File: src/rtl/uart_tx_feeder.sv
// uart_tx_feeder: DEPTH-entry byte FIFO that sequences queued bytes into the
// UART transmitter's Tx_WR/Tx_DATA/Tx_BUSY handshake, recovering from a silent transmitter by timeout.
module uart_tx_feeder #(
    parameter int unsigned DEPTH       = 8,
    parameter int unsigned AW          = 3,
    parameter int unsigned ACK_TIMEOUT = 16
) (
    input  logic          clk,
    input  logic          reset,
    input  logic          push,
    input  logic [7:0]    push_data,
    input  logic          flush,
    input  logic          drain_en,
    output logic          full,
    output logic          empty,
    output logic [AW:0]   level,
    output logic          overflow,
    output logic          tx_drop,
    input  logic          Tx_BUSY,
    output logic          Tx_WR,
    output logic [7:0]    Tx_DATA
);
    localparam int unsigned   TW         = $clog2(ACK_TIMEOUT + 1);
    localparam logic [AW:0]   LEVEL_FULL = (AW+1)'(DEPTH);
    localparam logic [TW-1:0] TIMER_LAST = TW'(ACK_TIMEOUT - 1);

    localparam logic [1:0] ST_IDLE      = 2'd0;
    localparam logic [1:0] ST_WAIT_ACK  = 2'd1;
    localparam logic [1:0] ST_WAIT_DONE = 2'd2;

    logic [7:0]    mem_q [DEPTH];
    logic [1:0]    state_q, state_d;
    logic [AW-1:0] rd_q, rd_d, wr_q, wr_d;
    logic [AW:0]   level_q, level_d;
    logic          full_q, full_d, empty_q, empty_d;
    logic          overflow_q, overflow_d, tx_drop_q, tx_drop_d;
    logic [TW-1:0] timer_q, timer_d;
    logic          tx_wr_q, tx_wr_d;
    logic [7:0]    tx_data_q, tx_data_d;
    logic          push_ok, pop;

    // full is the registered flag, so a push is refused even if a pop frees a slot this cycle
    assign push_ok = push & ~full_q & ~flush;
    assign pop     = (state_q == ST_IDLE) & ~empty_q & drain_en & ~Tx_BUSY & ~flush;

    always_comb begin
        state_d    = state_q;
        timer_d    = timer_q;
        tx_data_d  = tx_data_q;
        tx_wr_d    = 1'b0;
        tx_drop_d  = tx_drop_q;
        overflow_d = overflow_q | (push & full_q);
        wr_d       = push_ok ? wr_q + AW'(1) : wr_q;
        rd_d       = pop ? rd_q + AW'(1) : rd_q;
        level_d    = level_q + {{AW{1'b0}}, push_ok} - {{AW{1'b0}}, pop};

        case (state_q)
            ST_IDLE: begin
                if (pop) begin
                    tx_data_d = mem_q[rd_q];
                    tx_wr_d   = 1'b1;
                    timer_d   = '0;
                    state_d   = ST_WAIT_ACK;
                end
            end
            ST_WAIT_ACK: begin
                if (Tx_BUSY) begin
                    state_d = ST_WAIT_DONE;
                end else if (timer_q == TIMER_LAST) begin
                    tx_drop_d = 1'b1;
                    state_d   = ST_IDLE;
                end else begin
                    timer_d = timer_q + TW'(1);
                end
            end
            ST_WAIT_DONE: begin
                if (!Tx_BUSY) state_d = ST_IDLE;
            end
            default: state_d = ST_IDLE;
        endcase

        // flush clears the queue and sticky flags but leaves an in-flight byte alone
        if (flush) begin
            rd_d       = '0;
            wr_d       = '0;
            level_d    = '0;
            overflow_d = 1'b0;
            tx_drop_d  = 1'b0;
        end

        full_d  = (level_d == LEVEL_FULL);
        empty_d = (level_d == '0);
    end

    always_ff @(posedge clk) begin
        if (push_ok) mem_q[wr_q] <= push_data;
    end

    always_ff @(posedge clk or negedge reset) begin
        if (!reset) begin
            state_q    <= ST_IDLE;
            rd_q       <= '0;
            wr_q       <= '0;
            level_q    <= '0;
            full_q     <= 1'b0;
            empty_q    <= 1'b1;
            overflow_q <= 1'b0;
            tx_drop_q  <= 1'b0;
            timer_q    <= '0;
            tx_wr_q    <= 1'b0;
            tx_data_q  <= '0;
        end else begin
            state_q    <= state_d;
            rd_q       <= rd_d;
            wr_q       <= wr_d;
            level_q    <= level_d;
            full_q     <= full_d;
            empty_q    <= empty_d;
            overflow_q <= overflow_d;
            tx_drop_q  <= tx_drop_d;
            timer_q    <= timer_d;
            tx_wr_q    <= tx_wr_d;
            tx_data_q  <= tx_data_d;
        end
    end

    assign full     = full_q;
    assign empty    = empty_q;
    assign level    = level_q;
    assign overflow = overflow_q;
    assign tx_drop  = tx_drop_q;
    assign Tx_WR    = tx_wr_q;
    assign Tx_DATA  = tx_data_q;

endmodule

File: config.mk
export PLATFORM = sky130hd
export DESIGN_NAME = uart_tx_feeder
export DESIGN_NICKNAME = d
export VERILOG_FILES = /design/src/rtl/uart_tx_feeder.sv
export SDC_FILE = /design/constraint.sdc
export NUM_CORES = 1
export LEC_CHECK = 0
export ABC_AREA = 1
export CAP_MARGIN = 25
export CORE_MARGIN = 1.5
export CORE_UTILIZATION = 35
export CTS_BUF_LIST = sky130_fd_sc_hd__clkbuf_4 sky130_fd_sc_hd__clkbuf_8
export CTS_CLUSTER_SIZE = 40
export DETAILED_ROUTE_END_ITERATION = 12
export HOLD_SLACK_MARGIN = 0.15
export PLACE_DENSITY = 0.49
export SYNTH_ARGS = -nofsm -noshare
export SYNTH_HDL_FRONTEND = slang
export SYNTH_SLANG_ARGS = --single-unit
File: constraint.sdc
create_clock -name clk -period 2.6 [get_ports clk]
set_clock_uncertainty 0.15 [all_clocks]
set_input_delay 0.52 -clock clk [delete_from_list [all_inputs] [get_ports clk]]
set_output_delay 0.52 -clock clk [all_outputs]
set_load 0.05 [all_outputs]
### Word-level counts from Yosys, hierarchy flattened

Memories as Yosys holds them, arrays and structs flattened. A register that Yosys moved wholly into a read port is not among the register bits.
Index checks and enable logic that the tools add are counted.

| cells by class | value |
|---|---|
| add/subtract/negate cells | 5 |
| equal/unequal tests | 10 |
| muxes and demuxes | 23 |
| bitwise operators | 12 |
| reduce and logical (&&, ||, !) cells | 12 |

Operators by type and width:

| cell | count |
|---|---|
| 2-to-1 mux 5 bit | 3 |
| 2-to-1 mux 3 bit | 4 |
| != test 2 bit, second input constant | 5 |
| one-hot mux 5 bit (2 select lines) | 1 |
| nonzero test 2 bit | 5 |
| 2-to-1 mux 1 bit | 9 |
| 2-to-1 mux 2 bit | 4 |
| AND 1 bit | 7 |
| adder 3 x 1 -> 3 bit, second input constant | 2 |
| one-hot mux 2 bit (3 select lines) | 1 |
| AND reduction 3 bit | 2 |
| adder 5 x 1 -> 5 bit, second input constant | 1 |
| == test 5 x 4 -> 1 bit, second input constant | 1 |
| adder 4 x 1 -> 4 bit | 1 |
| == test 4 bit, second input constant | 1 |
| logical NOT 4 bit | 1 |
| 2-to-1 mux 4 bit | 1 |
| inverter 1 bit | 4 |
| AND reduction 4 bit | 1 |
| subtractor 4 x 1 -> 4 bit | 1 |
| != test 3 bit, second input constant | 1 |
| == test 2 x 1 -> 1 bit, second input constant | 1 |
| == test 2 bit, second input constant | 1 |
| logical NOT 2 bit | 1 |
| other kinds (3) | 3 |

| storage, ports and cells | value |
|---|---|
| register bits after elaboration | 22 |
| memory bits (writable) | 64 |
| input bits | 14 |
| output and inout port bits | 17 |
| logic and storage cells | 73 |
| memories kept | 1 |

Memories:

| memory | words | bits a word | rd ports | clocked after Yosys merged registers in | write ports | line | RTL |
|---|---|---|---|---|---|---|---|
| mem_q | 8 | 8 | 1 | 1 | 1 | 31 | `logic [7:0] mem_q [DEPTH];` |

### Longest topological paths before layout

| depth | value |
|---|---|
| depth in word-level cells | 8 |
| gate-level depth with buffers | 15 |
| gate-level depth less buffers | 14 |

### Least setup slack after synthesis

No wires, ideal clock.

| timing | value |
|---|---|
| kind | register to register |
| start point | register empty_q (netlist: empty) |
| end point | register full_q (netlist: full) |
| setup time | 118 ps |
| arrival time | 2321 ps |
| data required time | 2332 ps |
| setup slack | 12 ps |
| stages on the path, launching flop included | 14 |
| path buffers | 1 |
| clock period less this slack | 2588 ps |
| cells stage by stage | dfstp_2 -> inv_1 -> nand4_2 -> inv_2 -> buf_6 -> ha_1 -> inv_1 -> ha_1 -> fa_1 -> inv_1 -> a21oi_1 -> nor2_1 -> inv_1 -> nor2_1 |

| between the ends | value |
|---|---|
| cells in the longest elaborated chain, start to end | 8 |

Ends and longest elaborated chain:

| item | line | RTL |
|---|---|---|
| start: declaration | 35 | `logic full_q, full_d, empty_q, empty_d;` |
| start signal: assignment | 118 | `empty_q <= empty_d;` |
| inverter 1 bit | 44 | `assign pop = (state_q == ST_IDLE) & ~empty_q & drain_en & ~Tx_BUSY & ~flush;` |
| AND 1 bit (4 in series) | 44 |  |
| subtractor 4 x 1 -> 4 bit | 55 | `level_d = level_q + {{AW{1'b0}}, push_ok} - {{AW{1'b0}}, pop};` |
| 2-to-1 mux 4 bit | 83 | `if (flush) begin` |
| == test 4 bit | 91 | `full_d = (level_d == LEVEL_FULL);` |
| via full_d | 35 |  |
| end signal: assignment | 117 | `full_q <= full_d;` |
| end: declaration | 35 |  |

The timed path passes the listed nets, and every way through them passes these cells.
A chain may end at the register's enable or synchronous reset.

### Final worst setup path

| timing | value |
|---|---|
| start point | input port drain_en |
| end point | register full_q (netlist: full) |

| between the ends | value |
|---|---|
| cells in the longest elaborated chain, start to end | 6 |

Ends and longest elaborated chain:

| item | line | RTL |
|---|---|---|
| start: declaration | 13 | `input logic drain_en,` |
| AND 1 bit (3 in series) | 44 |  |
| subtractor 4 x 1 -> 4 bit | 55 |  |
| 2-to-1 mux 4 bit | 83 |  |
| == test 4 bit | 91 |  |
| via full_d | 35 |  |

The timed path passes the listed nets, and every way through them passes these cells.

==> impl_metrics.prom <==
# TYPE chip_impl_metric gauge
chip_impl_metric{name="timing.final.setup_violations",unit=""} 0
chip_impl_info{name="synth_ff_type",value="sky130_fd_sc_hd__edfxtp_1"} 1
chip_impl_metric{name="finalCoreUtilization",unit="%"} 42.8
chip_impl_metric{name="power_switching",unit="mW"} 1.36
chip_impl_metric{name="net_count_reported_at_finish",unit=""} 495
chip_impl_metric{name="synth.cell_area",unit="sq mm"} 0.00414
chip_impl_metric{name="htree_num_levels",unit=""} 3
chip_impl_metric{name="slew-limit-headroom",unit="%"} 58.9
chip_impl_metric{name="p_seq_share",unit="%"} 46.6
chip_impl_metric{name="synthesis.instances",unit=""} 422
chip_impl_info{name="timing.critical_path.to_type",value="flop"} 1
chip_impl_metric{name="detail_route.vias_per_cell",unit=""} 4.51
chip_impl_metric{name="yosysWarningCount",unit=""} 0
chip_impl_metric{name="intPower",unit="mW"} 2.65
chip_impl_metric{name="totalPowerFinal",unit="mW"} 4.01
chip_impl_metric{name="min_delay_path_depth",unit=""} 2
chip_impl_metric{name="setup_total_negative_slack",unit="ns"} 0
chip_impl_metric{name="achievable-frequency",unit="GHz"} 0.409
chip_impl_metric{name="rows",unit=""} 39
chip_impl_metric{name="hold_violations",unit=""} 0
chip_impl_metric{name="final_critical_path_setup_slack",unit="ns"} 0.153
chip_impl_metric{name="critical_path_peak_fanout",unit=""} 2
chip_impl_metric{name="max_cap_violations",unit=""} 0
chip_impl_info{name="criticalPathCategory",value="in -> reg"} 1
chip_impl_metric{name="boundaryPins",unit=""} 31
chip_impl_metric{name="share_clk_of_total_power",unit="%"} 24.7
chip_impl_metric{name="clock_tree.buffer_depth",unit=""} 2
chip_impl_metric{name="drt_drc_violations_left",unit=""} 0
chip_impl_metric{name="power.combinational.fraction",unit="%"} 28.8
chip_impl_info{name="layout_common_cells",value="129 x sky130_fd_sc_hd__nand2_1, 73 x sky130_fd_sc_hd__inv_1, 64 x sky130_fd_sc_hd__edfxtp_1"} 1
chip_impl_metric{name="clock_transition_at_the_register_clock_pins_on_the_worst_setup_and_hold_paths_after_cts",unit="ns"} 0.09
chip_impl_metric{name="antenna_cells",unit=""} 0
chip_impl_metric{name="rr_worst_depth",unit=""} 12
chip_impl_metric{name="routed_wire_length_per_instance",unit="um"} 14.2
chip_impl_metric{name="maximum_number_of_pins_on_one_net_before_global_route_repair",unit=""} 35
chip_impl_metric{name="width_of_the_die",unit="um"} 112
chip_impl_metric{name="dp_hpwl",unit="um"} 5520
chip_impl_info{name="synth.top_cells.by_area",value="sky130_fd_sc_hd__edfxtp_1 46%, sky130_fd_sc_hd__dfrtp_1 18%, sky130_fd_sc_hd__nand2_1 12%"} 1
chip_impl_metric{name="netlist-cell-type-count",unit=""} 23
chip_impl_metric{name="seq_area_frac_synth",unit="%"} 64.6
chip_impl_metric{name="async_reset_ff_share",unit="%"} 31.9
chip_impl_metric{name="postSynthNetCount",unit=""} 445
chip_impl_metric{name="cp.arrival",unit="ns"} 2.59
chip_impl_metric{name="design.die.area",unit="sq mm"} 0.0125
chip_impl_metric{name="post-route-period-util",unit="%"} 94.1
chip_impl_info{name="startpoint_types",value="primary input"} 1
chip_impl_info{name="layout_commonest_cell",value="sky130_fd_sc_hd__nand2_1"} 1
chip_impl_metric{name="irDropWorstVdd",unit="uV"} 460
chip_impl_metric{name="area_growth",unit="%"} 18.5
chip_impl_metric{name="power.share.switching",unit="%"} 33.9
chip_impl_metric{name="first_global_vias",unit=""} 2681
chip_impl_info{name="grt_setup_unrepaired",value="no"} 1
chip_impl_metric{name="insertion_delay",unit="ns"} 0.36
chip_impl_metric{name="grt_overflow",unit=""} 0
chip_impl_metric{name="groute.usage.overall",unit="%"} 14.9
chip_impl_info{name="cts_root_buffer",value="sky130_fd_sc_hd__clkbuf_8"} 1
chip_impl_metric{name="ys_seq_elements",unit=""} 94
chip_impl_metric{name="drtPass1Iterations",unit=""} 4
chip_impl_info{name="synth_top_cell_by_area",value="sky130_fd_sc_hd__edfxtp_1"} 1
chip_impl_metric{name="finalWorstPathRequiredPeriod",unit="ns"} 2.45
chip_impl_metric{name="yosysTopAreaCellShare",unit="%"} 46.4
chip_impl_info{name="tritoncts",value="yes"} 1
chip_impl_metric{name="detail_route.iter0.violations",unit=""} 149
chip_impl_metric{name="antenna_violating_nets_left",unit=""} 0
chip_impl_metric{name="floorplan.core_area",unit="sq mm"} 0.0115
chip_impl_metric{name="synth_enable_flop_cells",unit=""} 64
chip_impl_metric{name="gp_congestion",unit=""} 0.769
chip_impl_metric{name="initial_antenna_violation_count",unit=""} 0
chip_impl_metric{name="cts-buffers-inserted",unit=""} 9
chip_impl_metric{name="grt_pass1_wl",unit="um"} 14200
chip_impl_metric{name="place_worst_setup_slack",unit="ns"} -0.297
chip_impl_info{name="hold_class",value="reg -> reg"} 1
chip_impl_metric{name="clock_sinks",unit=""} 94
chip_impl_metric{name="leakagePower",unit="nW"} 2.24
chip_impl_metric{name="hold_slack",unit="ns"} 0.334
chip_impl_metric{name="dr_total_vias",unit=""} 2796
chip_impl_metric{name="port_buffers",unit=""} 30
chip_impl_metric{name="required",unit="ns"} 2.75
chip_impl_metric{name="postSynthAreaPerCell",unit="sq um"} 9.81
chip_impl_metric{name="powerDensity",unit="mW/mm^2"} 817
chip_impl_metric{name="totalWireLength",unit="um"} 8820
chip_impl_metric{name="start_util",unit="%"} 36.1
chip_impl_metric{name="final_layout_size_suffix_gt1_share",unit="%"} 9.85
chip_impl_metric{name="finalMaxSlewViolations",unit=""} 0
chip_impl_metric{name="die_height",unit="um"} 112
chip_impl_metric{name="timing_worst_slew_pin_value",unit="ns"} 0.616
chip_impl_info{name="run_status",value="complete, no violations"} 1
[layer usage]
metal  GRT usage [%]  part of all wire, %
met1            20.2                   48
met2            23.0                   46
met3            3.76                  3.7
met4            6.24                  2.1
met5               0                    0
[kinds of logic after synthesis]
group,Yosys count,synth area share [%]
compound gates,14,1.75
flops,94,64.6
xor+xnor,1,0.212
buf+inv,91,9.10
simple gates,213,21.5
fa+ha+maj,9,2.90
[power groups by stage]
stage | Combinational [mW] | Clock [mW] | Sequential (mW)
after floorplan | 0.443 | 0 | 2.23
after global placement | 1.15 | 0 | 1.90
after detailed placement | 1.16 | 0 | 1.90
after CTS | 1.16 | 1.02 | 1.87
after global routing | 1.27 | 1.09 | 1.89
final | 1.15 | 0.988 | 1.87
[registers in the layout (all words and copies together) (netlist names)]
| name | flops |
|---|---|
| mem_q | 64 |
| Tx_DATA | 8 |
| timer_q | 5 |
| level | 4 |
| rd_q | 3 |
| wr_q | 3 |
| state_q | 2 |
| Tx_WR | 1 |
| empty | 1 |
| full | 1 |
| overflow | 1 |
| tx_drop | 1 |
[through the flow]
step	cells	instance area, sq um
5_1_grt	620	4900
6_report	620	4900
3_5_place_dp	603	4690
3_3_place_gp	603	4690
2_1_floorplan	422	4140
4_1_cts	619	4890
[worst paths after layout]
path / from / to / slack [ns]
worst min-delay path: Tx_DATA[6] / Tx_DATA[6] / 0.33
max in group asynchronous: reset / empty / 1.59
min in group asynchronous: reset / timer_q[3] / 0.39
worst min register to register: Tx_DATA[6] / Tx_DATA[6] / 0.33
worst max register to register: state_q[1] / full / 0.27
worst max-delay path: drain_en / full / 0.15
[Yosys cell counts (4+ instances only)]
cell and instances:
sky130_fd_sc_hd__a21oi_1 5, sky130_fd_sc_hd__buf_2 7, sky130_fd_sc_hd__buf_4 5, sky130_fd_sc_hd__dfrtp_1 29
sky130_fd_sc_hd__edfxtp_1 64, sky130_fd_sc_hd__ha_1 8, sky130_fd_sc_hd__inv_1 73, sky130_fd_sc_hd__inv_2 4
sky130_fd_sc_hd__nand2_1 129, sky130_fd_sc_hd__nand3_1 59, sky130_fd_sc_hd__nor2_1 22, sky130_fd_sc_hd__o21ai_0 6
[area by class of cell]
cell class                 count  area, sq um
inverter                      78          293
tap                          143          179
sequential                    94         2670
timing repair buffer          52          465
clock inverter                 4         46.3
fill                        1104         6560
clock buffer                  12          153
multi-input combinational    237         1090
[critical path: stages]
cell and delay [ns]:
sky130_fd_sc_hd__clkdlybuf4s50_1 0.45, sky130_fd_sc_hd__inv_1 0.04, sky130_fd_sc_hd__nor2_2 0.10, sky130_fd_sc_hd__nand4_2 0.10, sky130_fd_sc_hd__inv_2 0.08, sky130_fd_sc_hd__ha_1 0.22, sky130_fd_sc_hd__inv_1 0.06, sky130_fd_sc_hd__ha_2 0.19
sky130_fd_sc_hd__fa_1 0.41, sky130_fd_sc_hd__inv_1 0.09, sky130_fd_sc_hd__a21oi_1 0.06, sky130_fd_sc_hd__nor2_1 0.13, sky130_fd_sc_hd__inv_1 0.05, sky130_fd_sc_hd__nor2_1 0.09
[repair_timing]
item,4_1_cts,5_1_grt
hold buffers,0,0
gates resized for setup,0,2
setup endpoints to repair,0,2
buffers inserted,0,1
Note: power is estimated with default switching activity, not from simulation.
